==> src/rtl/fpunpack_pipe_if.sv <==
// Handshake bundles for the FPU operand-unpack stage.
//
// fpunpack_in_if  : raw operand stream from the register-file read port.
//   InValid - operand valid (master -> slave)
//   InReady - slave can take an operand (slave -> master)
//   X       - raw FLEN-bit operand
//   Fmt     - 00=S, 01=D, 10=H, 11=reserved
//
// fpunpack_out_if : decoded operand stream towards classify/compare.
//   OutValid/OutReady - handshake
//   Xs, Xe, Xm        - sign, double-biased exponent, left-justified fraction
//   XNaN..XInf        - classification flags
//   XBoxErr, FmtErr   - NaN-boxing failure, reserved format
interface fpunpack_in_if #(
    parameter int FLEN = 64
);
    logic            InValid;
    logic            InReady;
    logic [FLEN-1:0] X;
    logic [1:0]      Fmt;

    modport master (output InValid, X, Fmt, input InReady);
    modport slave  (input InValid, X, Fmt, output InReady);
endinterface

interface fpunpack_out_if;
    logic        OutValid;
    logic        OutReady;
    logic        Xs;
    logic [10:0] Xe;
    logic [51:0] Xm;
    logic        XNaN;
    logic        XSNaN;
    logic        XSubnorm;
    logic        XZero;
    logic        XInf;
    logic        XBoxErr;
    logic        FmtErr;

    modport master (output OutValid, Xs, Xe, Xm, XNaN, XSNaN, XSubnorm, XZero,
                           XInf, XBoxErr, FmtErr,
                    input  OutReady);
    modport slave  (input  OutValid, Xs, Xe, Xm, XNaN, XSNaN, XSubnorm, XZero,
                           XInf, XBoxErr, FmtErr,
                    output OutReady);
endinterface

==> src/rtl/fpunpack_pipe.sv <==
// Registered operand-unpack stage in front of FPU classify/compare.
// Decodes a raw S/D/H operand (with NaN-box check) into double-width
// sign/exponent/fraction plus class flags, and hands it downstream through a
// 2-entry elastic buffer (head + skid) so back-pressure never drops data.
//
// Ports:
//   clk     - clock
//   reset_n - asynchronous active-low reset; empties the buffer
//   in_bus  - fpunpack_in_if.slave  : InValid/InReady/X/Fmt
//   out_bus - fpunpack_out_if.master: OutValid/OutReady and decoded fields
module fpunpack_pipe #(
    parameter int FLEN          = 64,
    parameter bit ZFH_SUPPORTED = 1'b1
) (
    input logic            clk,
    input logic            reset_n,
    fpunpack_in_if.slave   in_bus,
    fpunpack_out_if.master out_bus
);

    typedef struct packed {
        logic        xs;
        logic [10:0] xe;
        logic [51:0] xm;
        logic        nan;
        logic        snan;
        logic        subnorm;
        logic        zero;
        logic        inf;
        logic        box_err;
        logic        fmt_err;
    } dec_t;

    localparam logic [51:0] QNAN_M = 52'h8_0000_0000_0000;

    function automatic dec_t canon_nan(input logic box_err, input logic fmt_err);
        dec_t d;
        d         = '0;
        d.xe      = 11'h7FF;
        d.xm      = QNAN_M;
        d.nan     = 1'b1;
        d.box_err = box_err;
        d.fmt_err = fmt_err;
        return d;
    endfunction

    function automatic dec_t decode(input logic [FLEN-1:0] x, input logic [1:0] fmt);
        dec_t        d;
        logic        sign;
        logic [10:0] e_norm;
        logic [51:0] f;
        logic        emax;
        logic        ezero;
        logic        boxed;
        logic        resv;
        d      = '0;
        sign   = 1'b0;
        e_norm = '0;
        f      = '0;
        emax   = 1'b0;
        ezero  = 1'b0;
        boxed  = 1'b1;
        resv   = (fmt == 2'b11) || ((fmt == 2'b10) && !ZFH_SUPPORTED);
        // Narrow exponents are rebiased by adding (1023 - bias); the sum
        // stays far below 7FF so 11 bits never overflow.
        case (fmt)
            2'b01: begin
                sign   = x[63];
                f      = x[51:0];
                emax   = &x[62:52];
                ezero  = ~|x[62:52];
                e_norm = x[62:52];
            end
            2'b00: begin
                sign   = x[31];
                f      = {x[22:0], 29'd0};
                emax   = &x[30:23];
                ezero  = ~|x[30:23];
                e_norm = {3'd0, x[30:23]} + 11'd896;
                boxed  = &x[63:32];
            end
            2'b10: begin
                sign   = x[15];
                f      = {x[9:0], 42'd0};
                emax   = &x[14:10];
                ezero  = ~|x[14:10];
                e_norm = {6'd0, x[14:10]} + 11'd1008;
                boxed  = &x[63:16];
            end
            default: ;
        endcase
        if (resv) begin
            d = canon_nan(1'b0, 1'b1);
        end else if (!boxed) begin
            d = canon_nan(1'b1, 1'b0);
        end else begin
            d.xs      = sign;
            d.xm      = f;
            d.inf     = emax & ~|f;
            d.nan     = emax & |f;
            // Fraction is left-justified, so bit 51 is the quiet bit for every format.
            d.snan    = emax & |f & ~f[51];
            d.zero    = ezero & ~|f;
            d.subnorm = ezero & |f;
            d.xe      = emax ? 11'h7FF : (ezero ? 11'd0 : e_norm);
        end
        return d;
    endfunction

    // ---- p0: combinational decode of the incoming operand ----
    dec_t dec_p0;
    assign dec_p0 = decode(in_bus.X, in_bus.Fmt);

    // ---- p1: elastic buffer (head presented downstream, skid behind it) ----
    dec_t       head_p1;
    dec_t       skid_p1;
    logic [1:0] cnt_p1;
    logic       accept_en;
    logic       vld_p1;
    logic       push;
    logic       pop;

    assign vld_p1         = (cnt_p1 != 2'd0);
    // accept_en keeps InReady low through reset and until the first edge after release.
    assign in_bus.InReady = accept_en & (cnt_p1 != 2'd2);
    assign push           = in_bus.InValid & in_bus.InReady;
    assign pop            = vld_p1 & out_bus.OutReady;

    always_ff @(posedge clk or negedge reset_n) begin
        if (!reset_n) begin
            cnt_p1    <= 2'd0;
            accept_en <= 1'b0;
        end else begin
            accept_en <= 1'b1;
            cnt_p1    <= cnt_p1 + {1'b0, push} - {1'b0, pop};
        end
    end

    // Entries carry no reset: they are only observable while cnt_p1 says so.
    always_ff @(posedge clk) begin
        if (push && ((cnt_p1 == 2'd0) || pop)) begin
            head_p1 <= dec_p0;
        end else if (pop && (cnt_p1 == 2'd2)) begin
            head_p1 <= skid_p1;
        end
        if (push && (cnt_p1 == 2'd1) && !pop) begin
            skid_p1 <= dec_p0;
        end
    end

    // ---- output: fields forced to zero whenever nothing is presented ----
    dec_t out_p1;
    assign out_p1 = vld_p1 ? head_p1 : '0;

    assign out_bus.OutValid = vld_p1;
    assign out_bus.Xs       = out_p1.xs;
    assign out_bus.Xe       = out_p1.xe;
    assign out_bus.Xm       = out_p1.xm;
    assign out_bus.XNaN     = out_p1.nan;
    assign out_bus.XSNaN    = out_p1.snan;
    assign out_bus.XSubnorm = out_p1.subnorm;
    assign out_bus.XZero    = out_p1.zero;
    assign out_bus.XInf     = out_p1.inf;
    assign out_bus.XBoxErr  = out_p1.box_err;
    assign out_bus.FmtErr   = out_p1.fmt_err;

endmodule

==> src/flat_wrapper.sv <==
// flat-port wrapper written by rule: the top's interface ports become plain ports
module fpunpack_pipe_flat 
#(
    parameter int FLEN          = 64,
    parameter bit ZFH_SUPPORTED = 1'b1
)
  (clk, reset_n, in_bus_InValid, in_bus_X, in_bus_Fmt, in_bus_InReady, out_bus_OutValid, out_bus_Xs, out_bus_Xe, out_bus_Xm, out_bus_XNaN, out_bus_XSNaN, out_bus_XSubnorm, out_bus_XZero, out_bus_XInf, out_bus_XBoxErr, out_bus_FmtErr, out_bus_OutReady);
  fpunpack_in_if #(.FLEN(FLEN)) in_bus_i ();
  fpunpack_out_if out_bus_i ();
  input logic clk;
  input logic reset_n;
  input wire logic [$bits(in_bus_i.InValid)-1:0] in_bus_InValid;
  input wire logic [$bits(in_bus_i.X)-1:0] in_bus_X;
  input wire logic [$bits(in_bus_i.Fmt)-1:0] in_bus_Fmt;
  output wire logic [$bits(in_bus_i.InReady)-1:0] in_bus_InReady;
  output wire logic [$bits(out_bus_i.OutValid)-1:0] out_bus_OutValid;
  output wire logic [$bits(out_bus_i.Xs)-1:0] out_bus_Xs;
  output wire logic [$bits(out_bus_i.Xe)-1:0] out_bus_Xe;
  output wire logic [$bits(out_bus_i.Xm)-1:0] out_bus_Xm;
  output wire logic [$bits(out_bus_i.XNaN)-1:0] out_bus_XNaN;
  output wire logic [$bits(out_bus_i.XSNaN)-1:0] out_bus_XSNaN;
  output wire logic [$bits(out_bus_i.XSubnorm)-1:0] out_bus_XSubnorm;
  output wire logic [$bits(out_bus_i.XZero)-1:0] out_bus_XZero;
  output wire logic [$bits(out_bus_i.XInf)-1:0] out_bus_XInf;
  output wire logic [$bits(out_bus_i.XBoxErr)-1:0] out_bus_XBoxErr;
  output wire logic [$bits(out_bus_i.FmtErr)-1:0] out_bus_FmtErr;
  input wire logic [$bits(out_bus_i.OutReady)-1:0] out_bus_OutReady;
  assign in_bus_i.InValid = in_bus_InValid;
  assign in_bus_i.X = in_bus_X;
  assign in_bus_i.Fmt = in_bus_Fmt;
  assign in_bus_InReady = in_bus_i.InReady;
  assign out_bus_OutValid = out_bus_i.OutValid;
  assign out_bus_Xs = out_bus_i.Xs;
  assign out_bus_Xe = out_bus_i.Xe;
  assign out_bus_Xm = out_bus_i.Xm;
  assign out_bus_XNaN = out_bus_i.XNaN;
  assign out_bus_XSNaN = out_bus_i.XSNaN;
  assign out_bus_XSubnorm = out_bus_i.XSubnorm;
  assign out_bus_XZero = out_bus_i.XZero;
  assign out_bus_XInf = out_bus_i.XInf;
  assign out_bus_XBoxErr = out_bus_i.XBoxErr;
  assign out_bus_FmtErr = out_bus_i.FmtErr;
  assign out_bus_i.OutReady = out_bus_OutReady;
  fpunpack_pipe #(.FLEN(FLEN), .ZFH_SUPPORTED(ZFH_SUPPORTED)) u_core (.clk(clk), .reset_n(reset_n), .in_bus(in_bus_i), .out_bus(out_bus_i));
endmodule
==> config.mk <==
export PLATFORM = sky130hd
export DESIGN_NAME = fpunpack_pipe_flat
export DESIGN_NICKNAME = d
export VERILOG_FILES = /design/src/rtl/fpunpack_pipe_if.sv /design/src/rtl/fpunpack_pipe.sv /design/src/flat_wrapper.sv
export SDC_FILE = /design/constraint.sdc
export NUM_CORES = 1
export LEC_CHECK = 0
export ABC_CLOCK_PERIOD_IN_PS = 7400
export CAP_MARGIN = 20
export CORE_UTILIZATION = 47
export CTS_CLUSTER_SIZE = 20
export DETAILED_ROUTE_END_ITERATION = 6
export PLACE_DENSITY = 0.76
export SYNTH_ARGS = -nofsm -noshare
export SYNTH_HDL_FRONTEND = slang
export SYNTH_SLANG_ARGS = --single-unit
==> constraint.sdc <==
create_clock -name clk -period 7.4 [get_ports clk]
set_clock_uncertainty 0.1 [all_clocks]
set_input_delay 0.74 -clock clk [delete_from_list [all_inputs] [get_ports clk]]
set_output_delay 0.74 -clock clk [all_outputs]
set_load 0.005 [all_outputs]
* Word level (Yosys, flattened, before mapping)
Index checks and enable logic that the tools add are counted.
** Operators by class
- $add $sub $neg :: 4
- Multiply operators :: 0
- Divide/modulo/power cells :: 0
- Magnitude comparators :: 0
- Equality and inequality tests :: 6
- Shifts and indexed selects :: 0
- Muxes and demuxes :: 14
- Bitwise gates (word level) :: 9
- Reductions and logical operators :: 23
** Operators with widths (number)
- $mux W71 :: 4
- $pmux W52 S3 :: 1
- $mux W69 :: 1
- $reduce_or A52 Y1 :: 1
- $reduce_and A48 Y1 :: 1
- $pmux W11 S3 :: 1
- $reduce_and A32 Y1 :: 1
- $mux W11 :: 2
- $add A5 B10 Y11 const B :: 1
- $add A8 B10 Y11 const B :: 1
- $reduce_and A11 Y1 :: 1
- $reduce_or A11 Y1 :: 1
- $pmux W1 S3 :: 3
- $and A1 B1 Y1 :: 8
- $reduce_and A8 Y1 :: 1
- $reduce_or A8 Y1 :: 1
- $eq A2 B2 Y1 const B :: 3
- $logic_not A1 Y1 :: 5
- $reduce_and A5 Y1 :: 1
- $reduce_or A5 Y1 :: 1
- $eq A2 B1 Y1 const B :: 2
- $logic_and A1 B1 Y1 :: 4
- $logic_not A2 Y1 :: 2
- $reduce_bool A2 Y1 :: 2
- other kinds (7) :: 7
** Storage, ports and cells
- Register bits :: 145
- Latch bits :: 0
- Memory bits (writable) :: 0
- ROM bits :: 0
- Output and inout port bits :: 73
- Logic and storage cells :: 78
- Memories :: 0

* Depth between registers and ports, before layout
Gate-level depths: netlist (run 1).
- Depth in word-level cells :: 8
- Gate-level depth with buffers :: 8

* Least setup slack after synthesis (run 1)
Ideal clock, no wire load.
- Path type :: input to register
- Start :: in in_bus_InValid
- End :: reg u_core.skid_p1[0] (netlist name), enable pin
- Library setup time :: 675 ps
- Arrival :: 7553 ps
- Data required time :: 6625 ps
- Setup slack :: -928 ps
- Stages :: 2
- Path buffers :: 0
- Cells stage by stage :: nand2_1 nor4_1
** On the way
- Word-level cells in the longest chain between the ends :: 3
** RTL lines
- start, declared :: RTL line flat_wrapper.sv:12 : input wire logic [$bits(in_bus_i.InValid)-1:0] in_bus_InValid;
- $and A1 B1 Y1 :: RTL line fpunpack_pipe.sv:126 : assign push = in_bus.InValid & in_bus.InReady;
- $logic_and A1 B1 Y1 (2 in a row) :: RTL line fpunpack_pipe.sv:146 : if (push && (cnt_p1 == 2'd1) && !pop) begin
- end signal, assigned :: RTL line fpunpack_pipe.sv:147 : skid_p1 <= dec_p0;
- end, declared :: RTL line fpunpack_pipe.sv:116 : dec_t skid_p1;
Every way passes these cells.
A chain may end at the register's enable or synchronous reset.

==> metrics.md, run 1 <==
| Metric | Value |
|---|---|
| Status | `finished clean` |
| Number of setup buffers added after CTS | `0` |
| Vias in the first global route | `5072` |
| Clock slew at reported path FFs | `about 0.060 ns` |
| Cell Chain, Critical Path | `buf_2 -> buf_4 -> inv_1 -> and4_1 -> o21bai_1 -> nor2_1 -> mux2_2` |
| P&R area growth vs syn | `30.2%` |
| Area post-placement | `8950 µm²` |
| Final period util | `43.5%` |
| Critical Path Source Type | `input port` |
| Pin count of the biggest net entering global routing | `74` |
| Layout cell share with drive strength beyond 1 | `17.5%` |
| CP Class | `in2reg` |
| Synth area leaders | `edfxtp_1 (58%), mux2_2 (9.9%), and2_1 (9.3%)` |
| Final hold violations | `0` |
| Post-synth top area cell | `edfxtp_1` |
| Mapped Nets | `633` |
| First-pass DRT Iterations | `4` |
| Count of cell types in the netlist | `57` |
| H-tree levels | `4` |
| Final WS setup | `4.18 ns` |
| Post-synth top area share | `57.8%` |
| Ports | `143` |
| Setup TNS | `0 ns` |
| CTS Buffer Depth | `2` |
| Die X | `~130 µm` |
| Critical path data arrival time | `3.28 ns` |
| Placer Congestion | `slightly above 0.9` |
| Clk Latency, worst-skew pair | `roughly 0.41 ns` |
| Hold Buf Count CTS | `0` |
| Seq/Total Area, Yosys | `between 50% and 60%` |
| Critical Path Max Stage Delay | `0.72 ns` |
| Ys async rst share | `2.07%` |
| Cells after Synth | `about 560` |
| Syn Area/Cell | `13.1 µm²` |
| LEAKAGE | `~3.3 nW` |
| Pins Over Slew Limit | `0` |
| CORE AREA | `15300 µm²` |
| RSZ-0062 raised after global routing | `no` |
| Max Cap Viol | `0` |
| # placed instances | `around 900` |
| Die Y | `127 µm` |
| Routed wire length per instance | `19.3 µm` |
| DR vias/cell | `5.57` |
| Antenna diodes | `0` |
| PD cells | `approximately 300 nW/µm²` |
| Total grt overflow | `0` |
| Final std cells w/o fill | `~900` |
| Post-Route WL | `17800 µm` |
| CTS tree | `done` |
| Post-DP HPWL | `roughly 13000 µm` |
| Final-stage net count | `768` |
| FF+latch count, synth | `145` |
| Post-place setup slack | `around 3.4 ns` |
| Hold WS | `0.418 ns` |
| Total Routing Usage GR | `23.1%` |
| Post-layout util | `between 60% and 70%` |
| Endpoint class of the critical path | `flop` |
| CTS Sinks | `145` |
| Hold WC Path Type | `in2async` |
| Vias | `5121` |
| Iter 0 DRT Violations | `between 400 and 500` |
| Mapped Area | `7370 µm²` |
| Largest fanout on the critical path | `58` |
| Total power | `2.88 mW` |
| YS warnings | `0` |
| WP data required | `7.46 ns` |
| CP delay by family, top | `buffers and inverters` |
| Slew headroom | `35.5%` |
| Total CTS buffers | `17` |
| Port buffer count | `142` |
| Seq. cell area | `4340 µm²` |
| Residual antenna-violating net count after detailed routing | `0` |
| Starting Density | `48.3%` |
| Die ar. | `16200 µm²` |
| Buffer and inverter count on the worst path | `3` |
| First-pass GRT wire length | `about 28000 µm` |
| Min cycle time layout | `3.22 ns` |
| CP max-delay cell | `o21bai_1` |
| CTS root buffer | `clkbuf_16` |
| Ys flop type | `edfxtp_1` |
| Number of fill cells | `between 1000 and 1500` |
| Peak supply drop | `0.000146 V` |
| Max Fclk | `a little over 0.3 GHz` |
| Finished Cell Area | `9600 µm²` |
| Number of synthesized flops with an enable pin | `142` |
| Slew @ Worst Pin | `~0.97 ns` |
| # rows | `45` |
| Setup violations, final | `0` |
| Antenna violations before repair | `0` |
| Multi-input logic area | `2880 µm²` |
| Number of gates resized after CTS | `0` |
| Total DRC errors in the routed layout | `0` |
==> state kept, by name, summed over array words and instances, names as in the netlist <==
signal / cells
u_core.head_p1: 71
u_core.skid_p1: 71
u_core.cnt_p1: 2
u_core.accept_en: 1
==> Yosys cell counts, types with 3 or more instances <==
| cell | number |
|---|---|
| edfxtp_1 | 142 |
| and2_1 | 110 |
| mux2_2 | 65 |
| mux2i_1 | 31 |
| nor2_1 | 31 |
| clkbuf_1 | 14 |
| nor4_1 | 14 |
| buf_2 | 12 |
| nand2_1 | 11 |
| nand3b_1 | 11 |
| nand4_1 | 11 |
| o21ai_0 | 11 |
| a21oi_1 | 7 |
| nand3_1 | 7 |
| nor3_1 | 6 |
| o31ai_1 | 5 |
| a211oi_1 | 4 |
| inv_1 | 4 |
| nor2b_1 | 4 |
| o21ai_1 | 4 |
| o21ai_2 | 4 |
| buf_4 | 3 |
| dfrtp_1 | 3 |
| o211ai_2 | 3 |
| o22a_1 | 3 |
| or4_1 | 3 |
==> power breakdown <==
group	leakage, nW	total (mW)	switching (mW)	internal [mW]
Combinational	1.63	0.893	0.378	0.515
Sequential	1.33	1.12	0.0410	1.08
Clock	0.296	0.869	0.335	0.534
Total	3.25	2.88	0.754	2.12
==> metal layers <==
metal  global-route usage (%)  vias up  wire length, µm
li1                         -     2373                -
met1                     31.9     2447             7720
met2                     35.4      269             8260
met3                     4.86       32             1390
met4                     10.2        0              413
met5                        0        -                0
==> cells in the final DEF (no fill, tap or decap), types with 10 or more instances in the layout <==
master / count
nand4_1: 11
o21ai_0: 10
edfxtp_1: 142
and2_1: 110
clkbuf_16: 17
clkdlybuf4s50_1: 140
nor4_1: 13
nor2_1: 29
mux2_2: 65
nand3b_1: 11
mux2i_1: 31
nand2_1: 11
==> area by class of cell <==
class	instances	area share, %
clock buffer	17	4.43
clock inverter	15	1.89
inverter	5	0.195
multi-input combinational	378	30.0
sequential	145	45.2
tap	211	2.75
timing repair buffer	149	15.5
==> cells by family (layout without fill, tap and decap cells) <==
| kind of cell | after synthesis | in the layout | share of synthesized area, % |
|---|---|---|---|
| and+or+nand+nor | 221 | 221 | 17.8 |
| buffers and inverters | 38 | 186 | 2.55 |
| other | 1 | 1 | 0.0509 |
| muxes | 97 | 97 | 14.3 |
| xor gates and xnor gates | 2 | 2 | 0.238 |
| AOI/OAI and AO/OA | 55 | 55 | 5.85 |
| adders and majority gates | 2 | 2 | 0.339 |
| DFF | 145 | 145 | 58.8 |
==> worst paths after layout <==
kind                                             startpoint                      endpoint  slack, ns  cells past startpoint
worst max-delay path                          in_bus_Fmt[0]  u_core.head_p1[43]$_DFFE_PP_       4.18                      7
worst min-delay path                                reset_n    u_core.cnt_p1[0]$_DFF_PN0_       0.42                      1
worst max register to register   u_core.cnt_p1[0]$_DFF_PN0_  u_core.head_p1[42]$_DFFE_PP_       4.33                      6
worst min register to register  u_core.skid_p1[5]$_DFFE_PP_   u_core.head_p1[5]$_DFFE_PP_       0.44                      2
max in group asynchronous                           reset_n    u_core.accept_en$_DFF_PN0_       6.63                      1
min in group clk                u_core.skid_p1[5]$_DFFE_PP_   u_core.head_p1[5]$_DFFE_PP_       0.44                      2
(Power assumes the default switching activity.)
==> inputs of run 2 (changes only) <==
--- a/config.mk
+++ b/config.mk
@@ -5,7 +5,7 @@
 export SDC_FILE = /design/constraint.sdc
 export NUM_CORES = 1
 export LEC_CHECK = 0
-export ABC_CLOCK_PERIOD_IN_PS = 7400
+export ABC_CLOCK_PERIOD_IN_PS = 2900
 export CAP_MARGIN = 20
 export CORE_UTILIZATION = 47
 export CTS_CLUSTER_SIZE = 20
==> constraint.sdc (replaced) <==
create_clock -name clk -period 2.9 [get_ports clk]
set_clock_uncertainty 0.1 [all_clocks]
set_input_delay 0.29 -clock clk [delete_from_list [all_inputs] [get_ports clk]]
set_output_delay 0.29 -clock clk [all_outputs]
set_load 0.005 [all_outputs]
==> run 2 against run 1 <==
  * Setup slack lost 3.8 ns
  * Via count grew 1.9%
  * Critical endpoint is now out_bus_Xm[14]
  * Cell area increased by 2.0%
  * Critical path depth fell by 2
  * Largest power group unchanged
  * Critical path type is now reg2out
==> metrics.md, run 2 (synthesis gave the netlist of run 1 again) <==
| Metric | Value |
|---|---|
| Status | `finished clean` |
| Internal | `5.68 mW (+170%)` |
| Total power | `7.60 mW (+160%)` |
| Antenna diodes | `0 (unchanged)` |
| Pin count of the biggest net entering global routing | `72 (-2.7%)` |
| Setup violations, final | `0 (unchanged)` |
| Hold Buf Count CTS | `1 (+1)` |
| Post-layout util | `64.2% (+1.2 points)` |
| Endpoint class of the critical path | `output port` |
| Vias in the first global route | `5182 (+2.2%)` |
| RSZ-0062 raised after global routing | `no` |
| Die Y | `127 µm (unchanged)` |
| Pins Over Slew Limit | `0 (unchanged)` |
| Final WS setup | `0.352 ns (-3.83 ns)` |
| Reg-to-Reg Start | `u_core.cnt_p1[0]$_DFF_PN0_` |
| CTS root buffer | `clkbuf_16` |
| Total DRC errors in the routed layout | `0 (unchanged)` |
| Placer Congestion | `0.937 (+2.3%)` |
| Final-stage net count | `785 (+2.2%)` |
| Worst R2R End | `u_core.head_p1[23]$_DFFE_PP_` |
| WP data required | `2.51 ns (-4.95 ns)` |
| Final hold violations | `0 (unchanged)` |
| Critical Path Source Type | `flop` |
| Total CTS buffers | `17 (unchanged)` |
| Min cycle time layout | `about 2.5 ns` |
| LEAKAGE | `3.35 nW (+2.9%)` |
| Number of setup buffers added after CTS | `0 (unchanged)` |
| Residual antenna-violating net count after detailed routing | `0 (unchanged)` |
| Vias | `5219 (+1.9%)` |
| Largest fanout on the critical path | `45 (-22%)` |
| Clock slew at reported path FFs | `0.06 ns (about the same)` |
| Hold EP | `u_core.head_p1[4]$_DFFE_PP_` |
| Routed wire length per instance | `20.0 µm (+3.7%)` |
| Clock share of power | `32.0% (+1.8 points)` |
| H-tree levels | `4 (unchanged)` |
| Clk Latency, worst-skew pair | `0.42 ns (about the same)` |
| Max Cap Viol | `0 (unchanged)` |
| Number of gates resized after CTS | `0 (unchanged)` |
| Slew @ Worst Pin | `0.681 ns (-0.284 ns)` |
| Commonest non-fill, non-tap cells in the layout | `edfxtp_1 (142), clkdlybuf4s50_1 (140), and2_1 (110), mux2_2 (65), mux2i_1 (31)` |
| Reg-to-reg setup timing slack | `0.71 ns (-3.62 ns)` |
| CTS Buffer Depth | `2 (unchanged)` |
| Starting Density | `48.3% (unchanged)` |
| Hold WC Path Type | `reg2reg` |
| Max Fclk | `0.392 GHz` |
| # rows | `45 (unchanged)` |
| Setup TNS | `0 ns (unchanged)` |
| Switching share of total power | `25.2% (-0.96 points)` |
| Die ar. | `16200 µm² (unchanged)` |
| Antenna violations before repair | `0 (unchanged)` |
| Hold path depth | `2` |
| P&R area growth vs syn | `32.8%` |
| Die X | `127 µm (unchanged)` |
| Hold_sp | `u_core.skid_p1[4]$_DFFE_PP_` |
| CP Class | `reg2out` |
| Post-Route WL | `18800 µm (+5.5%)` |
| Post-DP HPWL | `13400 µm (+6.0%)` |
| Logic pwr share | `30.5% (-0.5 points)` |
| Layout cell share with drive strength beyond 1 | `19.3% (+1.8 points)` |
| Total grt overflow | `0 (unchanged)` |
| DR vias/cell | `5.58 (+0.17%)` |
| Reg2Reg Depth | `7 (+1)` |
| Ports | `143 (unchanged)` |
| Final period util | `87.9%` |
| PD cells | `776 nW/µm² (+160%)` |
| First-pass GRT wire length | `28700 µm (+2.9%)` |
| CORE AREA | `15300 µm² (unchanged)` |
| CTS tree | `done` |
| First-pass DRT Iterations | `5 (+1)` |
| Total Routing Usage GR | `24.0% (+0.86 points)` |
| Peak supply drop | `0.000389 V (+170%)` |
| CTS Sinks | `145 (unchanged)` |
| Switching power | `1.92 mW (+150%)` |
| Iter 0 DRT Violations | `433 (-13%)` |
| Commonest non-fill, non-tap cell in the layout | `edfxtp_1` |
| Post-place setup slack | `0.0651 ns (-3.32 ns)` |
| Port buffer count | `142 (unchanged)` |
| Critical path data arrival time | `2.16 ns (-1.12 ns)` |
| Sequential share of power | `37.5% (-1.3 points)` |
| Slew headroom | `54.6% (+19 points)` |
| Biggest regs | `u_core.head_p1 (71), u_core.skid_p1 (71), u_core.cnt_p1 (2)` |
## run 2: cell count changes in the layout (fill, tap and decap cells not counted), sizes merged
cell,change
clkinv,-5
clkinvlp,+1
buf,+16
clkbuf,+4
bufinv,+3
dlygate4sd3,+1
inv,-4
## run 2: metal layers
layer | share of wire, % | track usage, % | vias up
li1 | - | - | 2400
met1 | 44 | 33.5 | 2530
met2 | 46 | 36.0 | 257
met3 | 7.5 | 5.53 | 32
met4 | 2.2 | 10.4 | 0
met5 | 0 | 0 | -
## run 2: worst max-delay path, stage by stage (launching register included)
cell	delay, ns
dfrtp_2	0.46
nor2_1	0.21
clkinv_1	0.12
buf_4	0.25
and2_1	0.22
clkdlybuf4s50_1	0.46
## run 2: layout make-up
type	instances	area, µm²
Clock buffer	21	440
Sequential cell	145	4340
Inverter	5	18.8
Clock inverter	10	209
Tap cell	211	264
Timing Repair Buffer	166	1630
Fill cell	1136	5470
Multi-Input combinational cell	378	2890
## run 2: worst max-delay path by stage
| stage | to | from | cells after the start | slack [ns] |
|---|---|---|---|---|
| 3_5_place_dp | u_core.head_p1[62]$_DFFE_PP_ | in_bus_X[37] | 8 | 0.07 |
| 4_1_cts | out_bus_Xm[14] | u_core.cnt_p1[1]$_DFF_PN0_ | 5 | 0.33 |
| 6_report | out_bus_Xm[14] | u_core.cnt_p1[1]$_DFF_PN0_ | 5 | 0.35 |
| 5_1_grt | out_bus_Xm[14] | u_core.cnt_p1[1]$_DFF_PN0_ | 5 | 0.22 |
| 2_1_floorplan | u_core.skid_p1[0]$_DFFE_PP_ | u_core.cnt_p1[0]$_DFF_PN0_ | 4 | -0.69 |
| 3_3_place_gp | u_core.skid_p1[6]$_DFFE_PP_ | in_bus_Fmt[0] | 8 | 0.15 |
## run 2: per-stage QoR
step	std cells	hold WS, ns	cell area, µm²
finish	936	0.440	9790
global route	936	0.460	9790
CTS	936	0.431	9790
detailed placement	904	0.394	9130
global placement	904	0.387	9130
floorplan	561	-0.106	7400
## run 2: power groups by stage
stage	clock network (mW)	logic (mW)	registers, mW
global placement	0	2.30	2.89
detailed placement	0	2.34	2.89
global route	2.53	2.51	2.88
CTS	2.46	2.35	2.86
finish	2.43	2.32	2.85
floorplan	0	1.04	2.87
==> inputs of run 3 (changes only) <==
--- a/config.mk
+++ b/config.mk
@@ -5,12 +5,12 @@
 export SDC_FILE = /design/constraint.sdc
 export NUM_CORES = 1
 export LEC_CHECK = 0
-export ABC_CLOCK_PERIOD_IN_PS = 2900
 export CAP_MARGIN = 20
 export CORE_UTILIZATION = 47
 export CTS_CLUSTER_SIZE = 20
 export DETAILED_ROUTE_END_ITERATION = 6
 export PLACE_DENSITY = 0.76
+export REMOVE_ABC_BUFFERS = 1
 export SYNTH_ARGS = -nofsm -noshare
 export SYNTH_HDL_FRONTEND = slang
 export SYNTH_SLANG_ARGS = --single-unit
==> run 3 against run 2 <==
  * Register-to-register slack got worse by 0.02 ns
  * Count of clock-buffer cells in the layout fell by 4
  * Sequential share of layout area rose by 0.12 points
  * Worst hold slack got worse by 0.016 ns
  * Power fell by 3.7%
  * Final cell count rose by 0.64%
  * Cell area fell by 0.31%
  * Sequential cell count did not move
  * Via count rose by 1.1%
  * Setup slack improved by 0.022 ns
  * Global-route usage fell by 0.30 points
  * First-iteration DRC count rose by 3.0%
  * Critical endpoint is now out_bus_Xe[3]
  * Largest cell class unchanged
  * Highest routed layer is now met5
==> metrics.md, run 3 (synthesis gave the netlist of run 1 again) <==
| Metric | Value |
|---|---|
| Reg2Reg Depth | `6 (-1)` |
| Critical Path Max Stage Delay | `0.45 ns (about the same)` |
| CTS Buffer Depth | `2 (unchanged)` |
| Sequential share of power | `38.9% (+1.4 points)` |
| CTS Sinks | `145 (unchanged)` |
| DR vias/cell | `5.60 (+0.43%)` |
| LEAKAGE | `3.35 nW (about the same)` |
| WP data required | `2.51 ns (about the same)` |
| Post-layout util | `64.0% (-0.20 points)` |
| Die ar. | `16200 µm² (unchanged)` |
| Ports | `143 (unchanged)` |
| Die Y | `127 µm (unchanged)` |
| Total Routing Usage GR | `23.7% (-0.30 points)` |
| Port buffer count | `142 (unchanged)` |
| Logic pwr share | `31.7% (+1.2 points)` |
| Final hold violations | `0 (unchanged)` |
| Final-stage net count | `790 (+0.64%)` |
| Largest fanout on the critical path | `32 (-29%)` |
| Area post-placement | `9180 µm² (+0.51%)` |
| Hold EP | `u_core.skid_p1[41]$_DFFE_PP_` |
| Final period util | `87.1% (-0.77 points)` |
| Placer Congestion | `0.852 (-9.1%)` |
| Vias in the first global route | `5319 (+2.6%)` |
| Total DRC errors in the routed layout | `0 (unchanged)` |
| Reg-to-Reg Start | `u_core.cnt_p1[0]$_DFF_PN0_` |
| Antenna violations before repair | `1 (+1)` |
| Min cycle time layout | `2.53 ns (-0.0223 ns)` |
| Number of gates resized after CTS | `0 (unchanged)` |
| Post-DP HPWL | `12700 µm (-4.6%)` |
| Critical Path Source Type | `flop` |
| Cell Chain, Critical Path | `nor2_1 -> clkinv_1 -> buf_4 -> and2_1 -> clkdlybuf4s50_1` |
| Hold path depth | `3 (+1)` |
| Reg-to-reg setup timing slack | `0.69 ns (-0.02 ns)` |
| Setup violations, final | `0 (unchanged)` |
| Internal | `5.40 mW (-4.9%)` |
| First-pass DRT Iterations | `5 (unchanged)` |
| Total power | `7.32 mW (-3.7%)` |
| Pin count of the biggest net entering global routing | `72 (unchanged)` |
| Final std cells w/o fill | `942 (+0.64%)` |
| Hold_sp | `in_bus_Fmt[0]` |
| Max Cap Viol | `0 (unchanged)` |
| Routed wire length per instance | `19.5 µm (-2.6%)` |
| Biggest regs | `u_core.head_p1 (71), u_core.skid_p1 (71), u_core.cnt_p1 (2)` |
| Switching share of total power | `26.1% (+0.89 points)` |
| Switching power | `1.91 mW (-0.34%)` |
| CP max-delay cell | `dfrtp_1` |
| Finished Cell Area | `9760 µm² (-0.31%)` |
| First-pass GRT wire length | `28800 µm (+0.22%)` |
| CP delay by family, top | `buffers and inverters` |
| CTS tree | `done` |
| PD cells | `749 nW/µm² (-3.4%)` |
| Vias | `5275 (+1.1%)` |
| Total grt overflow | `0 (unchanged)` |
| Post-Route WL | `18400 µm (-2.0%)` |
| Die X | `127 µm (unchanged)` |
| Worst R2R End | `u_core.head_p1[24]$_DFFE_PP_` |
| Total CTS buffers | `17 (unchanged)` |
| Peak supply drop | `0.000393 V (+1.2%)` |
| Slew @ Worst Pin | `0.981 ns (+0.299 ns)` |
| Max Fclk | `0.396 GHz (+0.88%)` |
| Antenna diodes | `0 (unchanged)` |
| Hold WC Path Type | `in2reg` |
| Endpoint class of the critical path | `output port` |
| CORE AREA | `15300 µm² (unchanged)` |
| Slew headroom | `34.5% (-20 points)` |
| # rows | `45 (unchanged)` |
| Buffer and inverter count on the worst path | `3 (unchanged)` |
| Clock share of power | `29.5% (-2.5 points)` |
| Clk Latency, worst-skew pair | `0.42 ns (about the same)` |
| P&R area growth vs syn | `32.4%` |
| Commonest non-fill, non-tap cell in the layout | `edfxtp_1` |
| # placed instances | `909 (+0.55%)` |
| Critical path data arrival time | `2.14 ns (-0.02 ns)` |
| RSZ-0062 raised after global routing | `no` |
| Commonest non-fill, non-tap cells in the layout | `edfxtp_1 (142), clkdlybuf4s50_1 (140), and2_1 (110), mux2_2 (65), mux2i_1 (31)` |
| Pins Over Slew Limit | `0 (unchanged)` |
| Clock slew at reported path FFs | `0.06 ns (about the same)` |
| Setup TNS | `0 ns (unchanged)` |
| Residual antenna-violating net count after detailed routing | `0 (unchanged)` |
| CP Class | `reg2out` |
| CTS root buffer | `clkbuf_16` |
| Iter 0 DRT Violations | `446 (+3.0%)` |
| H-tree levels | `4 (unchanged)` |
| Starting Density | `48.3% (unchanged)` |
| Layout cell share with drive strength beyond 1 | `19.0% (-0.30 points)` |
| Status | `finished clean` |
[run 3: cell types whose count changed in the layout (fill, tap and decap cells not counted), sizes merged]
cell	before	now
clkinvlp	2	1
buf	25	30
inv	4	5
clkinv	3	11
clkbuf	21	17
bufinv	6	3
[run 3: cell type report]
class | count | area [µm²]
Fill cell | 1178 | 5500
Sequential cell | 145 | 4340
Multi-Input combinational cell | 378 | 2870
Timing Repair Buffer | 171 | 1690
Clock buffer | 17 | 425
Tap cell | 211 | 264
Clock inverter | 15 | 148
Inverter | 5 | 18.8
[run 3: repair_timing]
item                                    CTS  global route
endpoints found under the setup margin    0             0
setup buffers                             0             0
hold buffers                              1             0
hold endpoints to repair                  3             0
[run 3: metrics by stage]
stage / setup WS (ns) / hold slack [ns]
4_1_cts: 0.356 / 0.398
5_1_grt: 0.231 / 0.425
3_5_place_dp: -0.0117 / 0.391
3_3_place_gp: 0.101 / 0.385
2_1_floorplan: -5.37 / -0.106
6_report: 0.374 / 0.424
[run 3: layer usage]
metal,vias to the layer above,routed length [µm],global-route usage (%)
met3,33,1370,4.69
li1,2415,-,-
met2,250,8630,37.3
met1,2575,8030,32.6
met4,2,361,8.96
met5,-,11,0
[run 3: worst max-delay path by stage]
stage                                    start                      endpoint  slack, ns  cells past startpoint
floorplan           u_core.cnt_p1[1]$_DFF_PN0_   u_core.skid_p1[0]$_DFFE_PP_      -5.37                      3
global placement                  in_bus_X[16]   u_core.head_p1[6]$_DFFE_PP_       0.10                      9
detailed placement                in_bus_X[37]  u_core.head_p1[44]$_DFFE_PP_      -0.01                      7
CTS                 u_core.cnt_p1[1]$_DFF_PN0_                out_bus_Xm[10]       0.36                      5
global route        u_core.cnt_p1[1]$_DFF_PN0_                 out_bus_Xe[3]       0.23                      5
finish              u_core.cnt_p1[1]$_DFF_PN0_                 out_bus_Xe[3]       0.37                      5
[run 3: power groups by stage]
stage | Clock [mW] | Sequential (mW) | Combinational (mW)
floorplan | 0 | 2.91 | 0.978
global placement | 0 | 2.87 | 2.31
detailed placement | 0 | 2.88 | 2.33
CTS | 2.18 | 2.84 | 2.35
global route | 2.25 | 2.87 | 2.52
finish | 2.16 | 2.84 | 2.32
[run 3: worst min-delay path: stages]
cell	delay (ns)
buf_2	0.24
a21oi_1	0.18
nor2_1	0.06
